[src/rtl/dp_ram_arbiter.sv]
// Round-robin arbiter sharing the two ports of an async-read dual-port RAM among NUM_REQ requesters.
// Optional conflict counter port enabled with `define DP_RAM_ARB_STATS_EN.
module dp_ram_arbiter #(
  parameter int NUM_REQ    = 4,
  parameter int DATA_WIDTH = 8,
  parameter int MEM_DEPTH  = 1000,
  parameter int ADDR_WIDTH = $clog2(MEM_DEPTH)
) (
  input  logic                             clk,
  input  logic                             rst_n,
  input  logic [NUM_REQ-1:0]               req_valid,
  input  logic [NUM_REQ-1:0]               req_we,
  input  logic [NUM_REQ*ADDR_WIDTH-1:0]    req_addr,
  input  logic [NUM_REQ*DATA_WIDTH-1:0]    req_wdata,
  output logic [NUM_REQ-1:0]               req_ready,
  output logic [NUM_REQ-1:0]               rsp_valid,
  output logic [NUM_REQ*DATA_WIDTH-1:0]    rsp_rdata,
  output logic                             we_a,
  output logic [ADDR_WIDTH-1:0]            addr_a,
  output logic [DATA_WIDTH-1:0]            din_a,
  input  logic [DATA_WIDTH-1:0]            dout_a,
  output logic                             we_b,
  output logic [ADDR_WIDTH-1:0]            addr_b,
  output logic [DATA_WIDTH-1:0]            din_b,
  input  logic [DATA_WIDTH-1:0]            dout_b
`ifdef DP_RAM_ARB_STATS_EN
  ,
  output logic [15:0]                      conflict_cnt
`endif
);

  localparam int PTR_W = (NUM_REQ > 1) ? $clog2(NUM_REQ) : 1;

  logic [PTR_W-1:0]              r_ptr;
  logic [NUM_REQ-1:0]            r_rsp_valid;
  logic [NUM_REQ*DATA_WIDTH-1:0] r_rsp_rdata;

  logic [ADDR_WIDTH-1:0]         w_addr  [NUM_REQ];
  logic [DATA_WIDTH-1:0]         w_wdata [NUM_REQ];
  logic                          w_a_found;
  logic                          w_b_found;
  logic [PTR_W-1:0]              w_a_idx;
  logic [PTR_W-1:0]              w_b_idx;
  logic [PTR_W-1:0]              w_scan_idx;
  logic                          w_conflict;
  logic                          w_grant_a;
  logic                          w_grant_b;
  logic [NUM_REQ-1:0]            w_ready;
  logic [NUM_REQ-1:0]            w_sel_b;

  // (base + k) mod NUM_REQ, with k < NUM_REQ so one subtraction suffices
  function automatic logic [PTR_W-1:0] rr_idx(input logic [PTR_W-1:0] base, input int k);
    int s;
    s = int'(base) + k;
    s = (s >= NUM_REQ) ? (s - NUM_REQ) : s;
    return s[PTR_W-1:0];
  endfunction

  for (genvar g = 0; g < NUM_REQ; g++) begin : g_unpack
    assign w_addr[g]  = req_addr[g*ADDR_WIDTH +: ADDR_WIDTH];
    assign w_wdata[g] = req_wdata[g*DATA_WIDTH +: DATA_WIDTH];
  end

  // Scan from the pointer for the first two valid requesters
  always_comb begin
    w_a_found  = 1'b0;
    w_b_found  = 1'b0;
    w_a_idx    = '0;
    w_b_idx    = '0;
    w_scan_idx = '0;
    for (int k = 0; k < NUM_REQ; k++) begin
      w_scan_idx = rr_idx(r_ptr, k);
      if (req_valid[w_scan_idx] && !w_a_found) begin
        w_a_found = 1'b1;
        w_a_idx   = w_scan_idx;
      end else if (req_valid[w_scan_idx] && !w_b_found) begin
        w_b_found = 1'b1;
        w_b_idx   = w_scan_idx;
      end else begin
        w_b_found = w_b_found;
      end
    end
  end

  // A same-address pair involving a write is never issued on both ports at once;
  // the B candidate simply waits, no further search is made.
  assign w_conflict = w_b_found && (w_addr[w_a_idx] == w_addr[w_b_idx]) &&
                      (req_we[w_a_idx] || req_we[w_b_idx]);
  assign w_grant_a  = rst_n && w_a_found;
  assign w_grant_b  = rst_n && w_b_found && !w_conflict;

  // Grant vector and per-slot port-B select
  always_comb begin
    w_ready = '0;
    w_sel_b = '0;
    for (int i = 0; i < NUM_REQ; i++) begin
      w_sel_b[i] = w_grant_b && (w_b_idx == PTR_W'(i));
      w_ready[i] = (w_grant_a && (w_a_idx == PTR_W'(i))) || w_sel_b[i];
    end
  end

  assign req_ready = w_ready;

  // RAM port drive; idle ports present all-zero
  always_comb begin
    we_a   = 1'b0;
    addr_a = '0;
    din_a  = '0;
    we_b   = 1'b0;
    addr_b = '0;
    din_b  = '0;
    if (w_grant_a) begin
      we_a   = req_we[w_a_idx];
      addr_a = w_addr[w_a_idx];
      din_a  = w_wdata[w_a_idx];
    end else begin
      we_a   = 1'b0;
    end
    if (w_grant_b) begin
      we_b   = req_we[w_b_idx];
      addr_b = w_addr[w_b_idx];
      din_b  = w_wdata[w_b_idx];
    end else begin
      we_b   = 1'b0;
    end
  end

  // Round-robin pointer: one past the last granted requester
  always_ff @(posedge clk or negedge rst_n) begin
    if (!rst_n) begin
      r_ptr <= '0;
    end else if (w_grant_b) begin
      r_ptr <= rr_idx(w_b_idx, 1);
    end else if (w_grant_a) begin
      r_ptr <= rr_idx(w_a_idx, 1);
    end else begin
      r_ptr <= r_ptr;
    end
  end

  // Responses capture the async read data seen at the grant edge (pre-write contents)
  always_ff @(posedge clk or negedge rst_n) begin
    if (!rst_n) begin
      r_rsp_valid <= '0;
      r_rsp_rdata <= '0;
    end else begin
      r_rsp_valid <= w_ready;
      for (int i = 0; i < NUM_REQ; i++) begin
        if (w_ready[i]) begin
          r_rsp_rdata[i*DATA_WIDTH +: DATA_WIDTH] <= w_sel_b[i] ? dout_b : dout_a;
        end else begin
          r_rsp_rdata[i*DATA_WIDTH +: DATA_WIDTH] <= r_rsp_rdata[i*DATA_WIDTH +: DATA_WIDTH];
        end
      end
    end
  end

  assign rsp_valid = r_rsp_valid;
  assign rsp_rdata = r_rsp_rdata;

`ifdef DP_RAM_ARB_STATS_EN
  logic [15:0] r_conflict_cnt;

  // Saturating count of cycles where the B candidate was deferred
  always_ff @(posedge clk or negedge rst_n) begin
    if (!rst_n) begin
      r_conflict_cnt <= 16'h0000;
    end else if (w_conflict && (r_conflict_cnt != 16'hFFFF)) begin
      r_conflict_cnt <= r_conflict_cnt + 16'h0001;
    end else begin
      r_conflict_cnt <= r_conflict_cnt;
    end
  end

  assign conflict_cnt = r_conflict_cnt;
`endif

endmodule

[config.mk]
export PLATFORM = sky130hd
export DESIGN_NAME = dp_ram_arbiter
export DESIGN_NICKNAME = d
export VERILOG_FILES = /design/src/rtl/dp_ram_arbiter.sv
export SDC_FILE = /design/constraint.sdc
export NUM_CORES = 1
export LEC_CHECK = 0
export ABC_AREA = 1
export CAP_MARGIN = 0
export CORE_ASPECT_RATIO = 2
export CORE_MARGIN = 4
export CORE_UTILIZATION = 43
export DETAILED_ROUTE_END_ITERATION = 12
export PLACE_DENSITY = 0.9
export SLEW_MARGIN = 25
export SYNTH_ARGS = -nofsm -noshare
export SYNTH_HDL_FRONTEND = slang
export SYNTH_SLANG_ARGS = --single-unit
export TNS_END_PERCENT = 100
[constraint.sdc]
create_clock -name clk -period 3.7 [get_ports clk]
set_input_delay 0.555 -clock clk [delete_from_list [all_inputs] [get_ports clk]]
set_output_delay 0.555 -clock clk [all_outputs]
set_load 0.005 [all_outputs]
After elaboration in Yosys (flattened, before gate mapping) --
Index checks and enable logic that the tools add are counted.
Word-level totals: flip-flop bits (word level) 38, bits of input ports 98
Operators by class: order comparisons 14, equal/unequal tests 7, reduce and logical (&&, ||, !) cells 34, bitwise logic cells 2, add/sub/neg operators 11, muxes and demuxes 64
Operator list (count):
- 2-to-1 mux 8 bit | 10
- 2-to-1 mux 10 bit | 6
- binary-select mux 10 bit (select 2 bit) | 2
- 2-to-1 mux 2 bit | 19
- binary-select mux 8 bit (select 2 bit) | 2
- greater-or-equal comparator 3 bit (second input constant) | 7
- logical AND 1 bit | 19
- 2-to-1 mux 1 bit | 19
- less-than comparator 2 x 3 -> 1 bit (second input constant) | 6
- binary-select mux 1 bit (select 2 bit) | 6
- subtractor 2 x 1 -> 2 bit (second input constant) | 6
- equality test 10 bit | 1
- adder 2 x 1 -> 3 bit (second input constant) | 3
- equality test 2 bit (second input constant) | 4
- zero test 1 bit | 7
- adder 2 x 2 -> 3 bit (second input constant) | 2
- inverter 2 -> 3 bit | 2
- logical OR 1 bit | 5
- equality test 2 x 1 -> 1 bit (second input constant) | 2
- zero test 2 bit | 2
- greater-or-equal comparator 2 x 3 -> 1 bit (second input constant) | 1
- nonzero test 2 bit | 1

Longest topological paths before layout --
word-level depth 29, gate-level depth with buffers 30, mapped depth without buffers 28

Worst setup path after synthesis --
OpenSTA, ideal clock, no wires.
kind input to output, from in req_valid[3], to out addr_b[0], path buffers 3, data required time 3.145 ns, data arrival time 2.661 ns, setup slack 0.484 ns, stages on the path 25, cell sequence nand2_1 -> nand2_1 -> nand2_1 -> nand2_2 -> inv_2 -> nand2_2 -> nand2_2 -> nand3_2 -> nand2_4 -> nand2_2 -> buf_4 -> nand2_1 -> nand2_1 -> nand2_1 -> nand2_1 -> nand2_1 -> nand2_1 -> nor2_1 -> nand2_1 -> nor2_1 -> nand2_2 -> nand2_8 -> buf_4 -> buf_4 -> nor2_1
Between the ends: word-level cells in the longest chain between the ends 26
Ends and longest elaborated chain:
- start, declared | line 11 | input logic [NUM_REQ-1:0] req_valid,
- binary-select mux 1 bit (select 2 bit) | line 73, 76
- 2-to-1 mux 1 bit (not written as such) | line 73, 76
- 2-to-1 mux 1 bit | line 73, 76
- 2-to-1 mux 1 bit | line 73 | if (req_valid[w_scan_idx] && !w_a_found) begin
- zero test 1 bit | line 76 | end else if (req_valid[w_scan_idx] && !w_b_found) begin
- logical AND 1 bit | line 76
- 2-to-1 mux 1 bit | line 76
- 2-to-1 mux 1 bit | line 73
- [... 8 more ...]
- inverter 2 -> 3 bit (not written as such) | line 87, 121
- binary-select mux 10 bit (select 2 bit) | line 87, 121
- 2-to-1 mux 10 bit (not written as such) (2 in series) | line 87, 121
- equality test 10 bit | line 87 | assign w_conflict = w_b_found && (w_addr[w_a_idx] == w_addr[w_b_idx]) &&
- logical AND 1 bit (2 in series) | line 87
- zero test 1 bit | line 90 | assign w_grant_b = rst_n && w_b_found && !w_conflict;
- logical AND 1 bit | line 90
- 2-to-1 mux 10 bit * | line 119 | if (w_grant_b) begin
- end, declared | line 23 | output logic [ADDR_WIDTH-1:0] addr_b,
Every way passes the cells marked *; elsewhere a longest branch is shown, timed or not. The select of a mux whose other input is x is not followed.

Worst setup path in the final report --
from reg r_ptr[0], to out din_b[4]
Between the ends: word-level cells in the longest chain between the ends 28
Ends and longest elaborated chain:
- start, declared | line 34 | logic [PTR_W-1:0] r_ptr;
- start signal, assigned | line 133 | r_ptr <= rr_idx(w_b_idx, 1);
- start signal, assigned | line 135 | r_ptr <= rr_idx(w_a_idx, 1);
- start signal, assigned | line 137 | r_ptr <= r_ptr;
- greater-or-equal comparator 2 x 3 -> 1 bit / subtractor 2 x 1 -> 2 bit (equally long branches) | line 55 | s = (s >= NUM_REQ) ? (s - NUM_REQ) : s;
- 2-to-1 mux 2 bit | line 55
- binary-select mux 1 bit (select 2 bit) | line 73, 76
- 2-to-1 mux 1 bit (not written as such) | line 73, 76
- 2-to-1 mux 1 bit | line 73, 76
- 2-to-1 mux 1 bit | line 73
- zero test 1 bit | line 76
- logical AND 1 bit | line 76
- [... 10 more ...]
- inverter 2 -> 3 bit (not written as such) | line 87, 122
- binary-select mux 10 bit (select 2 bit) | line 87
- 2-to-1 mux 10 bit (not written as such) (2 in series) | line 87
- equality test 10 bit | line 87
- logical AND 1 bit (2 in series) | line 87
- zero test 1 bit | line 90
- logical AND 1 bit | line 90
- 2-to-1 mux 8 bit * | line 119
- end, declared | line 24 | output logic [DATA_WIDTH-1:0] din_b,
Marks and branches as above.

==> results.py <==
metrics = {
    "synthesis": {
        "synthMuxAreaShare_pct": 0,
        "avgSynthCellArea_um2": 5.79,
        "synth_top_family_by_area": "simple AND/OR/NAND/NOR gates",
        "synth_top_cell_by_area": "nand2_1",
        "ys_ff_latch": 38,
        "synth-simple-area-share_pct": 50.7,
        "synth_commonest_cells": "280 x nand2_1, 83 x inv_1, 55 x nand3_1",
        "synth.most_common_cell": "nand2_1",
        "yosysWarnings": 0,
        "synth-main-ff-cell": "dfrtp_1",
        "synthTopCellsByArea": "nand2_1 27%, dfrtp_1 24%, inv_1 7.9%",
        "syn_area_um2": 3940,
        "syn-instance-count": 681,
        "async_reset_ff_share_pct": 100,
        "synth_edf_count": 0,
        "synth_top_area_share_pct": 26.6,
        "yosysSeqAreaShare_pct": 24.1,
        "synth_cell_types": 38,
        "synthAdderAreaFrac_pct": 0,
        "synth_xor_area_share_pct": 0.222,
        "synth_compound_area_share_pct": 11.3,
        "synthesis.nets": 779,
    },
    "final_layout": {
        "drive_gt1_share_pct": 33.4,
        "antenna_cells": 0,
        "nFillCells": 427,
        "fin_area_um2": 7620,
        "area_growth_pct": 93.1,
        "final_core_util_pct": 85.1,
        "nets": 1079,
    },
    "run": {
        "max-cap-violations": 0,
    },
    "status": {
        "violations": "setup timing",
        "outcome": "finished with violations",
    },
    "sta": {
        "finalCritPeriodShare_pct": 117,
        "relSlewSlack_pct": 55.8,
        "timing.fmax_mhz": 232,
        "finalCriticalPeriod_ns": 4.32,
        "setup_viol": 56,
        "finClkSkew_ns": 0.00581,
        "tightest_slew_ns": 0.663,
        "drv_slew": 0,
        "hold_violations": 0,
        "timing.final.ws_setup_ns": -0.617,
        "grt_setup_unrepaired": "true",
    },
    "worst_setup_path": {
        "crit_family": "simple AND/OR/NAND/NOR gates",
        "crit_type": "reg2out",
        "cp-end-kind": "primary output",
        "start_kind": "flip-flop",
        "cp_data_required_time_ns": 3.14,
        "max_stage_delay_ns": 0.49,
        "crit_buf_inv": 6,
        "worstPathMaxFanout": 6,
        "path_common_cell": "nand2_1",
        "crit_slowest_cell": "dfrtp_2",
        "critical_path_arrival_ns": 3.76,
    },
    "clock_network": {
        "htreeDepth": 2,
        "clkTransAtPathRegs_ns": 0.06,
        "clkLatencyLatePin_ns": 0.28,
        "cts_made_buffers": 5,
        "clockBufferDepth": 2,
        "tritoncts": "done",
        "hold_buffers": 0,
        "cts.sinks": 38,
        "cts-root-buf": "clkbuf_16",
    },
    "drt": {
        "drt-wirelength-per-cell_um": 22.1,
        "via_per_inst": 6.10,
        "ant_nets": 0,
        "drt_iter0_drc": 655,
        "via_count": 6612,
        "drc": 0,
        "wl_um": 23900,
        "first_pass_iters": 12,
    },
    "die": {
        "die-area_um2": 10900,
        "placement_rows": 49,
        "start_util_pct": 44.1,
        "num_io_pins": 176,
        "die_height_um": 143,
        "die_x_um": 75.7,
        "fp.coreArea_um2": 8950,
    },
    "placed_design": {
        "place_area_um2": 6470,
        "place.port_buffers": 175,
        "place_ws_ns": -0.701,
        "dp_hpwl_um": 14000,
        "routabilityCongestion": 0.987,
    },
    "global_route": {
        "antenna_found_initial": 0,
        "grt_pass1_vias": 6314,
        "grt_use_total_pct": 37.5,
        "grt_pass1_wl_um": 30800,
        "grt_max_degree": 21,
        "overflow": 0,
    },
    "hold_path": {
        "min_path_type": "in2async",
    },
}
==> flip-flops by register name, summed over array words and instances (netlist names) <==
register / flops
r_ptr: 2
rsp_rdata: 32
rsp_valid: 4
==> cells by family (layout without fill, tap and decap cells) <==
family                 count (synthesis)  count (layout)
AO/OA/AOI/OAI                         76              76
XOR/XNOR                               1               1
buffers and inverters                120             420
flip-flops                            38              38
AND/OR/NAND/NOR                      446             447
==> worst paths after layout <==
kind | slack, ns | depth (start not counted) | startpoint | to
worst max-delay path | -0.62 | 26 | r_ptr[0] | din_b[4]
worst min register to register | 0.48 | 2 | rsp_rdata[26] | rsp_rdata[26]
max in group asynchronous | 3.07 | 2 | rst_n | r_ptr[0]
worst max register to register | -0.24 | 31 | r_ptr[0] | r_ptr[1]
worst min-delay path | 0.10 | 1 | rst_n | rsp_rdata[29]
min in group clk | 0.48 | 2 | rsp_rdata[26] | rsp_rdata[26]
==> metal layers <==
layer	routed length, µm	up-vias	part of all wire, %	GRT usage, %
li1	-	2772	-	-
met5	0	-	0	0
met3	2810	249	12	9.24
met2	11500	645	48	65.7
met4	2690	0	11	30.3
met1	6910	2946	29	34.8
==> area by class of cell <==
type                            instances  area [µm²]  area share [%]
Inverter                              100         417            5.47
Clock inverter                          1        30.0           0.394
Tap cell                              102         128            1.68
Clock buffer                            7         133            1.74
Timing Repair Buffer                  312        2890            37.9
Sequential cell                        38         953            12.5
Multi-Input combinational cell        524        3070            40.3
==> layout by cell type, fill, tap and decap left out, drive strengths merged <==
master / n
xor2: 1
nand4: 15
nand2: 305
inv: 96
dlymetal6s2s: 6
o221ai: 3
nor2: 56
clkinv: 3
a31oi: 2
dlygate4sd2: 4
nand3: 59
a211oi: 2
clkinvlp: 1
o22ai: 20
nor4: 2
o21ai: 32
buf: 162
a21oi: 10
clkdlybuf4s50: 138
nand3b: 2
clkbuf: 9
nor3: 7
bufinv: 1
or2: 1
a22oi: 3
dfrtp: 38
o211ai: 4
==> through the flow <==
step                      instances  hold slack (ns)  setup TNS, ns
after floorplan                 681            0.259              0
final                          1084            0.104         -14.93
after global placement         1037            0.393         -14.18
after CTS                      1067           0.0899          -1.16
after global routing           1084            0.105         -34.46
after detailed placement       1037            0.396         -18.13
==> timing repair <==
action	4_1_cts	5_1_grt
buffers inserted	20	17
setup endpoints to repair	31	69
pin swaps	42	46
hold endpoints to repair	0	0
resized for setup	193	120
gates cloned	4	0
Power is left out: the tool's default activity adds up to more than one toggle a clock period on the data nets, which glitch-free logic cannot reach.
